**src/rtl/motor_speed_ramp.sv**
```systemverilog
// Multi-channel H-bridge speed controller: one shared PWM time base, and per channel a
// slew-limited duty ramp plus a reversal sequencer (decelerate, dead time, drive the new direction).
module motor_speed_ramp #(
    parameter int NUM_MOTORS  = 2,
    parameter int PWM_WIDTH   = 8,
    parameter int TICK_DIV    = 4,
    parameter int RAMP_PERIOD = 1024,
    parameter int RAMP_STEP   = 1,
    parameter int DEAD_CYCLES = 16
) (
    input  logic                            clk_in,
    input  logic                            rst_in,
    input  logic                            enable_in,
    input  logic [NUM_MOTORS*PWM_WIDTH-1:0] level_in,
    input  logic [NUM_MOTORS-1:0]           direction_in,
    output logic [2*NUM_MOTORS-1:0]         pwm_out,
    output logic [NUM_MOTORS*PWM_WIDTH-1:0] duty_out,
    output logic [NUM_MOTORS-1:0]           settled_out
);

    localparam int PRE_W  = (TICK_DIV > 1) ? $clog2(TICK_DIV) : 1;
    localparam int RAMP_W = (RAMP_PERIOD > 1) ? $clog2(RAMP_PERIOD) : 1;
    localparam int DEAD_W = $clog2(DEAD_CYCLES + 1);

    localparam logic [1:0] ST_RUN   = 2'd0;
    localparam logic [1:0] ST_DECEL = 2'd1;
    localparam logic [1:0] ST_DEAD  = 2'd2;

    localparam logic [PRE_W-1:0]     PRE_LAST  = PRE_W'(TICK_DIV - 1);
    localparam logic [RAMP_W-1:0]    RAMP_LAST = RAMP_W'(RAMP_PERIOD - 1);
    localparam logic [DEAD_W-1:0]    DEAD_INIT = DEAD_W'(DEAD_CYCLES);
    localparam logic [PWM_WIDTH-1:0] STEP      = PWM_WIDTH'(RAMP_STEP);

    logic [PRE_W-1:0]     pre_cnt;
    logic [RAMP_W-1:0]    ramp_cnt;
    logic [PWM_WIDTH-1:0] pwm_cnt;
    logic                 tick;
    logic                 strobe;

    assign tick   = (pre_cnt == PRE_LAST);
    assign strobe = (ramp_cnt == RAMP_LAST);

    // Shared time base: tick prescaler, PWM sawtooth and ramp strobe counter.
    always_ff @(posedge clk_in or posedge rst_in) begin
        if (rst_in) begin
            pre_cnt  <= '0;
            pwm_cnt  <= '0;
            ramp_cnt <= '0;
        end else begin
            pre_cnt  <= tick ? '0 : pre_cnt + 1'b1;
            ramp_cnt <= strobe ? '0 : ramp_cnt + 1'b1;
            if (tick) begin
                pwm_cnt <= pwm_cnt + 1'b1;
            end
        end
    end

    for (genvar i = 0; i < NUM_MOTORS; i++) begin : g_ch
        logic [1:0]           state;
        logic [PWM_WIDTH-1:0] cur_duty;
        logic [PWM_WIDTH-1:0] level;
        logic [PWM_WIDTH-1:0] up_gap;
        logic [PWM_WIDTH-1:0] down_gap;
        logic [PWM_WIDTH-1:0] up_step;
        logic [PWM_WIDTH-1:0] down_step;
        logic [PWM_WIDTH-1:0] decel_step;
        logic [DEAD_W-1:0]    dead_cnt;
        logic                 cur_dir;
        logic                 dir_req;
        logic                 raw;
        logic                 fwd_q;
        logic                 rev_q;

        assign level      = level_in[i*PWM_WIDTH +: PWM_WIDTH];
        assign dir_req    = direction_in[i];
        assign raw        = (pwm_cnt < cur_duty);
        assign up_gap     = level - cur_duty;
        assign down_gap   = cur_duty - level;
        assign up_step    = (up_gap < STEP) ? up_gap : STEP;
        assign down_step  = (down_gap < STEP) ? down_gap : STEP;
        assign decel_step = (cur_duty < STEP) ? cur_duty : STEP;

        // Gating with enable_in here makes the legs drop on the very edge that sees the disable.
        always_ff @(posedge clk_in or posedge rst_in) begin
            if (rst_in) begin
                fwd_q <= 1'b0;
                rev_q <= 1'b0;
            end else begin
                fwd_q <= enable_in & raw & ~cur_dir & (state != ST_DEAD);
                rev_q <= enable_in & raw &  cur_dir & (state != ST_DEAD);
            end
        end

        // Ramp and reversal sequencer; a reversal always passes through zero duty and a dead time.
        always_ff @(posedge clk_in or posedge rst_in) begin
            if (rst_in) begin
                state    <= ST_RUN;
                cur_duty <= '0;
                cur_dir  <= 1'b0;
                dead_cnt <= '0;
            end else if (!enable_in) begin
                state    <= ST_DEAD;
                cur_duty <= '0;
                dead_cnt <= DEAD_INIT;
            end else begin
                case (state)
                    ST_RUN: begin
                        if (dir_req != cur_dir) begin
                            state <= ST_DECEL;
                        end else if (strobe) begin
                            if (level > cur_duty) begin
                                cur_duty <= cur_duty + up_step;
                            end else begin
                                cur_duty <= cur_duty - down_step;
                            end
                        end
                    end
                    ST_DECEL: begin
                        if (dir_req == cur_dir) begin
                            state <= ST_RUN;
                        end else if (cur_duty == '0) begin
                            state    <= ST_DEAD;
                            dead_cnt <= DEAD_INIT;
                        end else if (strobe) begin
                            cur_duty <= cur_duty - decel_step;
                        end
                    end
                    ST_DEAD: begin
                        if (dead_cnt == '0) begin
                            cur_dir <= dir_req;
                            state   <= ST_RUN;
                        end else begin
                            dead_cnt <= dead_cnt - 1'b1;
                        end
                    end
                    default: state <= ST_RUN;
                endcase
            end
        end

        assign pwm_out[2*i]                          = fwd_q;
        assign pwm_out[2*i+1]                        = rev_q;
        assign duty_out[i*PWM_WIDTH +: PWM_WIDTH]    = cur_duty;
        assign settled_out[i] = (state == ST_RUN) & (cur_duty == level) & (cur_dir == dir_req);
    end

endmodule

```
**config.mk**
```make
export PLATFORM = sky130hd
export DESIGN_NAME = motor_speed_ramp
export DESIGN_NICKNAME = d
export VERILOG_FILES = /design/src/rtl/motor_speed_ramp.sv
export SDC_FILE = /design/constraint.sdc
export NUM_CORES = 1
export LEC_CHECK = 0
export ABC_AREA = 1
export BUFFER_PORTS_ARGS = -buffer_cell sky130_fd_sc_hd__buf_2
export CAP_MARGIN = 20
export CORE_ASPECT_RATIO = 1.25
export CORE_MARGIN = 4
export CORE_UTILIZATION = 37
export DETAILED_ROUTE_END_ITERATION = 8
export PLACE_DENSITY = 0.6
export SYNTH_ARGS = -nofsm -noshare
export SYNTH_HDL_FRONTEND = slang
export SYNTH_SLANG_ARGS = --single-unit
```
**constraint.sdc**
```tcl
create_clock -name clk_in -period 6.05 [get_ports clk_in]
set_input_delay 0.9075 -clock clk_in [delete_from_list [all_inputs] [get_ports clk_in]]
set_output_delay 0.9075 -clock clk_in [all_outputs]
set_load 0.02 [all_outputs]
```
======== After elaboration in Yosys (flattened, before gate mapping) ========
Cells that the tools add are included.
W data, S select, Z words.
word-level totals
  logic and storage cells ................. 156
  memories kept ........................... 0
  bits in registers ....................... 56
  input bits .............................. 21
  memory bits (writable) .................. 0
  bits in latches ......................... 0
  ROM bits ................................ 0
cells by class
  equality and inequality tests ........... 40
  reduce and logical (&&, ||, !) cells .... 14
  divide/modulo/power cells ............... 0
  magnitude comparators ................... 10
  bitwise logic cells ..................... 16
  add/sub/neg operators ................... 15
  multiply operators ...................... 0
  shift operators ......................... 0
  muxes and demuxes ....................... 46
operator list
  kind                     count
  $mux W8                  20
  $sub A8 B8 Y8            8
  $ne A3 B3 Y1 const B     18
  $lt A8 B1 Y1 const B     6
  $mux W5                  8
  $pmux W8 S2              2
  $mux W2                  11
  $pmux W5 S2              2
  $add A8 B8 Y8            2
  $eq A8 B8 Y1             2
  $gt A8 B8 Y1             2
  $logic_not A8 Y1         2
  $lt A8 B8 Y1             2
  $and A1 B1 Y1            14
  $ne A3 B1 Y1 const B     4
  $pmux W2 S3              2
  $reduce_and A3 Y1        4
  $reduce_and A6 Y1        2
  $add A10 B1 Y10 const B  1
  $eq A10 B10 Y1 const B   1
  $logic_not A5 Y1         2
  $mux W10                 1
  $sub A5 B1 Y5 const B    2
  $add A8 B1 Y8 const B    1
  other kinds (10)         22

======== Logic depth before layout (Yosys ltp) ========
Gate-level depths: netlist of run 1.
  depth in word-level cells ............... 9
  gate-level depth with buffers ........... 29
  mapped depth without buffers ............ 28

======== Worst setup path before layout of run 1 ========
Ideal clock, no wire load.
  path type ............................... input-to-reg
  start point ............................. in level_in[8]
  end point ............................... reg g_ch[1].cur_duty[6]
  data required time ...................... 5.973 ns
  path buffers ............................ 0
  setup slack ............................. 2.311 ns
  arrival ................................. 3.662 ns
  setup time .............................. 0.077 ns
  stages .................................. 23
  cell sequence ........................... inv_1 -> ha_1 -> fa_1 -> inv_1 -> nand3_1 -> nand2_1 -> nand2_1 -> nand2_1 -> nand3_1 -> nor2_1 -> nand2_2 -> inv_1 -> ha_1 -> nand2_1 -> inv_1 -> fa_1 -> o21ai_0 -> nand2_1 -> a21oi_1 -> nor2_1 -> nand2_1 -> nand3_1 -> o21ai_1
on the way
  longest elaborated chain between the ends .. 9
RTL lines
  what                                                   line      source
  from (decl)                                            14        input logic [NUM_MOTORS*PWM_WIDTH-1:0] level_in,
  $sub A8 B8 Y8 (on tied branches)                       78, 77
  $lt A8 B1 Y1 (on tied branches)                        80, 79
  $mux W8 (on tied branches)                             80, 79
  $sub A8 B8 Y8 / $add A8 B8 Y8 (equally long branches)  114, 112
  $mux W8 *                                              111       if (level > cur_duty) begin
  $mux W8 *                                              110       end else if (strobe) begin
  $mux W8 *                                              108       if (dir_req != cur_dir) begin
  $pmux W8 S2 *                                          106       case (state)
  $mux W8 *                                              101       end else if (!enable_in) begin
  to (signal assigned)                                   112       cur_duty <= cur_duty + up_step;
  to (signal assigned)                                   114       cur_duty <= cur_duty - down_step;
  to (signal assigned)                                   125       cur_duty <= cur_duty - decel_step;
  to (decl)                                              60        logic [PWM_WIDTH-1:0] cur_duty;
Every way passes the cells marked *; elsewhere a longest branch is shown, timed or not. The select of a mux whose other input is x is not followed.
A chain may end at the register's enable or synchronous reset.

======== Worst setup path in the final report of run 1 ========
  start point ............................. in level_in[0]
  end point ............................... reg g_ch[0].cur_duty[6]
on the way
  longest elaborated chain between the ends .. 9
RTL lines
  what                                                   line
  $sub A8 B8 Y8 (on tied branches)                       78, 77
  $lt A8 B1 Y1 (on tied branches)                        80, 79
  $mux W8 (on tied branches)                             80, 79
  $sub A8 B8 Y8 / $add A8 B8 Y8 (equally long branches)  114, 112
  $mux W8 *                                              111
  $mux W8 *                                              110
  $mux W8 *                                              108
  $pmux W8 S2 *                                          106
  $mux W8 *                                              101
  to (signal assigned)                                   112
  to (signal assigned)                                   114
  to (signal assigned)                                   125
  to (decl)                                              60
Marks and branches as above.

==> out/results.tsv, run 1 <==
metric	value	unit
fmax	260.4	MHz
cp.arrival	4020	ps
grt_pass1_vias	4669	
min_from	pre_cnt[0]	
regToRegSetupSlack	2440	ps
ys_seq_area_frac	0.2600	
fin_skew	7.257	ps
end_kind	flip-flop	
row_count	49	
layout.nets	893	
cts_hold_buf	0	
netlist_top_cells_area	dfrtp_1 26%, ha_1 16%, nand2_1 15%	
diodes	0	
synth_edf_count	0	
grt_max_degree	57	
multi_input_area	3383	um2
drv_slew	0	
die_area	16570	um2
finalHoldViolations	0	
r2r-start	g_ch[1].cur_duty[0]	
yosysWarningCount	0	
fillers	1544	
clock-sinks	56	
fin_tns_setup	0	ps
register_area	1401	um2
setup_viol_count_final	0	
outcome	finished, final reports clean	
holdPathEnd	pre_cnt[0]	
synth_cell_types	42	
rsz0062_at_grt	no	
cts_root_buf	clkbuf_16	
areaGrowthSynthToFinish	9.496	%
rr_worst_depth	20	
synth_top_area_share	0.2600	
relSlewSlack	0.5143	
io_buffers	42	
place.gp.congestion	0.9386	
grt_pass1_wl	21220	um
die_x	115.9	um
yosys.area.top_type	dfrtp_1	
syn_area_per_cell	7.081	um2
cts_buffers	5	
drv_cap	0	
grt_remaining_overflow	0	
max-vdd-ir-drop	0.1837	mV
hp-class	reg -> reg	
postRouteAntennaNets	0	
antenna_found_initial	0	
postSynthCellCount	761	
reg2reg_to	g_ch[1].cur_duty[6]	
cts_tree	built	
initial_core_util	0.3756	
vias_per_cell	4.827	
drc	0	
cp_max_fo	4	
clockBufferDepth	2	
cts_resized	0	
htreeDepth	2	
synth_area	5389	um2
power.leakage	3.278	nW
min_period	3840	ps
grtUsageTotal	0.1567	
worstSkewPairLatency	290	ps
final.period_utilization	0.6347	
worst_slew_pin_slew	728.6	ps
critPathKind	in -> reg	
synth_ff_type	dfrtp_1	
worst_ep_required_time	6230	ps
hold_depth	1	
ys_ff_latch	56	
drive_gt1_frac	0.1113	
die_h	142.9	um
fp.coreArea	14350	um2
ios	43	
dr.first_iter.drc_count	196	
clk_transition_reported_paths	70	ps
wirelength	12290	um
num_vias	4721	
placed_cells	970	
power.density	429.8	nW/um2
synthArstFlopShare	1.000	
hpwl	10130	um
instances_no_fill	978	
firstDrtPassIters	4	
worstSetupStartpointType	input pin	
wire_per_inst	12.57	um
cts_setup_buffers	0	
layout make-up:
type                            instances  area share
Multi-Input combinational cell        558      0.5734
Sequential cell                        56      0.2375
Inverter                              135     0.08609
Tap cell                              178     0.03774
Timing Repair Buffer                   43     0.03690
Clock buffer                            6     0.02184
Clock inverter                          2    0.006573
cells in the final DEF (no fill, tap or decap), types with 8 or more instances in the layout:
master   Yosys  layout
buf_2        2      42
nand2_2      8       8
a21oi_1     36      36
xnor2_1     11      11
o21ai_0     22      22
nand2_1    209     209
xor2_1      16      16
nand4_1     19      19
inv_1      130     129
dfrtp_1     56      56
nor2_1      54      54
ha_1        67      67
nand3_1     50      50
worst max-delay path by stage:
| stage | start | end | slack [ps] | cells past startpoint |
|---|---|---|---|---|
| 2_1_floorplan | level_in[8] | g_ch[1].cur_duty[6] | 2310 | 23 |
| 3_3_place_gp | level_in[0] | g_ch[0].cur_duty[6] | 1990 | 24 |
| 3_5_place_dp | level_in[8] | g_ch[1].cur_duty[6] | 1910 | 24 |
| 4_1_cts | level_in[8] | g_ch[1].cur_duty[6] | 2230 | 24 |
| 5_1_grt | level_in[0] | g_ch[0].cur_duty[6] | 1840 | 24 |
| 6_report | level_in[0] | g_ch[0].cur_duty[6] | 2210 | 24 |
worst max-delay path: stages:
cell	delay, ps
buf_2	90
inv_1	40
ha_1	210
fa_1	400
inv_1	100
nand3_1	100
nand2_1	120
nand2_1	50
nand2_1	50
nand3_1	80
nor2_1	100
nand2_1	140
inv_1	80
ha_1	220
nand2_1	90
inv_1	60
fa_1	420
o21ai_0	270
nand2_1	110
nand2_1	80
a21oi_1	70
xnor2_1	120
nand2_1	60
nand2_1	40
where the power goes:
part | leakage [nW] | switching [mW] | internal, mW
clock | 0.0815 | 0.137 | 0.197
combinational | 2.49 | 1.03 | 0.609
sequential | 0.706 | 0.0969 | 0.463
sequential cells by signal (all words and copies together), names as in the netlist:
register,cells
g_ch.cur_duty,16
g_ch.dead_cnt,10
ramp_cnt,10
pwm_cnt,8
g_ch.state,4
g_ch.cur_dir,2
g_ch.fwd_q,2
g_ch.rev_q,2
pre_cnt,2
cell families (layout without fill, tap and decap cells):
group	after synthesis	count (layout)	share of synthesized area
buf+inv	148	186	0.1128
flops	56	56	0.2600
simple gates	377	377	0.3216
xor+xnor	27	27	0.04388
other cells	1	2	0.0006959
fa+ha+maj	73	73	0.1779
compound gates	79	79	0.08312
layer usage:
layer | global-route usage | vias up | wire length (um)
met5 | 0 | - | 0
met4 | 0.04887 | 0 | 281
met3 | 0.01823 | 20 | 301
met2 | 0.2865 | 65 | 6312
met1 | 0.1902 | 2152 | 5399
li1 | - | 2484 | -
cell usage after synthesis (4+ instances only):
library cell,instances
xor2_1,16
nand2_1,209
a21oi_1,36
nor3_1,4
inv_2,4
o21ai_0,22
fa_1,6
ha_1,67
o21ai_1,6
nand3_2,4
buf_4,7
nor2_1,54
nand3b_1,6
dfrtp_1,56
nor2_4,7
nand4_1,19
o21a_1,4
nand2_2,8
inv_1,130
nor3b_1,5
xnor2_1,11
nand3_1,50
through the flow:
step | hold WS (ps) | util | worst slack [ps] | power, mW | cell area [um2]
2_1_floorplan | 403.1 | - | 2311 | 1.862 | 5393
3_3_place_gp | 420.8 | 0.3996 | 1990 | 2.219 | 5733
3_5_place_dp | 416.4 | 0.3996 | 1912 | 2.216 | 5733
4_1_cts | 433.9 | 0.4113 | 2229 | 2.563 | 5901
5_1_grt | 454.1 | 0.4113 | 1838 | 2.835 | 5901
6_report | 434.5 | 0.4113 | 2210 | 2.536 | 5901
Note: power is estimated with default switching activity, not from simulation.
==> run 2, diff against run 1 <==
--- a/config.mk
+++ b/config.mk
@@ -12,7 +12,7 @@
 export CORE_MARGIN = 4
 export CORE_UTILIZATION = 37
 export DETAILED_ROUTE_END_ITERATION = 8
-export PLACE_DENSITY = 0.6
+export PLACE_DENSITY = 0.62
 export SYNTH_ARGS = -nofsm -noshare
 export SYNTH_HDL_FRONTEND = slang
 export SYNTH_SLANG_ARGS = --single-unit
==> constraint.sdc (replaced) <==
create_clock -name clk_in -period 3.5 [get_ports clk_in]
set_input_delay 0.525 -clock clk_in [delete_from_list [all_inputs] [get_ports clk_in]]
set_output_delay 0.525 -clock clk_in [all_outputs]
set_load 0.02 [all_outputs]
==> run 2 against run 1 <==
Compared with the run above: combinational power grew 120%; clock power grew 75%; final cell count grew 7.7%; die area is the same; wire length grew 7.5%; core utilization grew 5.5 points; critical path depth shrank 5; global-route usage grew 0.51 points; setup slack lost 2000 ps; critical path type is now reg -> reg; largest power group unchanged.
==> out/results.tsv, run 2 (same netlist as run 1, synthesis figures left out) <==
metric	value	unit
outcome	finished, final reports clean	
io_buffers	42	
drive_gt1_frac	0.2343	
ios	43	
largest_reg_flops	16	
setup_viol_count_final	0	
reg2reg_to	g_ch[1].cur_duty[6]	
layout_commonest_cell	nand2_1	
worst_slew_pin_slew	888.3	ps
place_ws	-220.8	ps
dr.first_iter.drc_count	221	
hp-class	in -> async	
cp_max_fo	4	
wire_per_inst	12.55	um
crit_path_frequent_cell	nand2_1	
crit_start	g_ch[1].cur_duty[0]	
areaGrowthSynthToFinish	24.03	%
final_cell_mix	204 x nand2_1, 126 x inv_1, 76 x buf_4	
critPathKind	reg -> reg	
fin_skew	6.855	ps
rsz0062_at_grt	yes	
power_frac_seq	0.189	
worstSetupStartpointType	flip-flop	
critical-path-slowest-cell	fa_2	
row_count	49	
placed_cells	1043	
fmax	303.5	MHz
grtUsageTotal	0.1619	
power.density	763.5	nW/um2
final.period_utilization	0.9415	
p_int	2.693	mW
drc	0	
layout.nets	968	
initial_core_util	0.3756	
fp.coreArea	14350	um2
fin_tns_setup	0	ps
use_met3	0.01441	
end_kind	flip-flop	
combPwrFrac	0.697	
place.gp.congestion	0.8584	
reg_top3	g_ch.cur_duty: 16 flops, g_ch.dead_cnt: 10 flops, ramp_cnt: 10 flops	
clockBufferDepth	2	
vias_per_cell	4.791	
drv_cap	0	
pwr-share-clk	0.115	
busiest_layer	met2	
num_vias	5045	
regToRegSetupSlack	200	ps
die_area	16570	um2
global_route.usage.met1	0.2002	
relSlewSlack	0.4069	
rr_worst_depth	19	
post-route-util	0.4659	
cpPeakStageDelay	520	ps
finalHoldViolations	0	
use_met2	0.2971	
grt_max_degree	42	
power.leakage	3.631	nW
cts_tree	built	
r2r-start	g_ch[1].cur_duty[0]	
worstSkewPairLatency	300	ps
fin_ws	204.9	ps
grt_pass1_wl	21950	um
instances_no_fill	1053	
diodes	0	
cp.arrival	3520	ps
clock-sinks	56	
top_register	g_ch.cur_duty	
min_period	3295	ps
htreeDepth	2	
max-vdd-ir-drop	0.3221	mV
drv_slew	0	
grt_remaining_overflow	0	
hpwl	10840	um
wirelength	13210	um
cts_buffers	5	
total_power	5.103	mW
grt_pass1_vias	4817	
postRouteAntennaNets	0	
cts_hold_buf	0	
cts_root_buf	clkbuf_16	
firstDrtPassIters	4	
die_h	142.9	um
power.share.switching	0.4723	
clk_transition_reported_paths	70	ps
die_x	115.9	um
crit_chain	ha_4, fa_2, nand2_1, nor2_1, nand3_2, nor2_2, buf_4, nand4_1, nand3_1, nand2_1, ha_2, fa_2, o21ai_2, nand2_1, a21oi_2, nor2_1, nand2_1, nand3_1, o21ai_1	
worst_ep_required_time	3720	ps
antenna_found_initial	0	
p_switching	2.410	mW
run 2: changes by cell type in the layout (fill, tap and decap cells not counted), sizes merged:
cell  change
buf      +75
run 2: timing repair:
item / CTS / global route
pin swaps: 0 / 4
buffers inserted: 0 / 2
setup endpoints to repair: 1 / 10
gates cloned: 0 / 0
gates resized for setup: 1 / 52
run 2: worst max-delay path: cells and delay by family (launching register included):
kind / cells / cell delay [ps]
flip-flops: 1 / 450
AND/OR/NAND/NOR: 11 / 930
buffers and inverters: 1 / 120
adder cells (fa/ha/maj): 4 / 1270
AO/OA/AOI/OAI: 3 / 440
run 2: per-layer routing:
| metal | routed length (um) | up-vias |
|---|---|---|
| met2 | 6819 | 68 |
| met1 | 5831 | 2306 |
| li1 | - | 2658 |
| met4 | 246 | 0 |
| met5 | 0 | - |
| met3 | 315 | 13 |
run 2: cell type report:
class,count,area [um2]
clock buffers,6,128.9
clock inverters,2,38.79
fillers,1455,7662
inverters,135,510.5
multi-input cells,558,3596
flip-flops and latches,56,1406
well taps,178,222.7
repair buffers,118,780.7
run 2: power groups by stage:
stage / Clock (mW) / Combinational (mW) / Sequential (mW)
global placement: 0 / 3.29 / 0.959
global route: 0.621 / 4.03 / 0.984
CTS: 0.598 / 3.34 / 0.947
floorplan: 0 / 2.20 / 1.02
finish: 0.585 / 3.56 / 0.963
detailed placement: 0 / 3.33 / 0.957
run 2: worst max path at each step:
stage                           to  slack [ps]
4_1_cts        g_ch[1].cur_duty[6]          30
6_report       g_ch[1].cur_duty[6]         200
3_5_place_dp   g_ch[1].cur_duty[6]        -220
2_1_floorplan  g_ch[1].cur_duty[6]         140
3_3_place_gp   g_ch[1].cur_duty[6]        -120
5_1_grt        g_ch[0].cur_duty[7]         -40
run 2: per-stage QoR:
| step | hold WS [ps] | area (um2) |
|---|---|---|
| after detailed placement | 420.1 | 6281 |
| after floorplan | 403.1 | 5393 |
| after global placement | 417.8 | 6281 |
| final | 406.3 | 6684 |
| after CTS | 437.8 | 6449 |
| after global routing | 464.6 | 6684 |
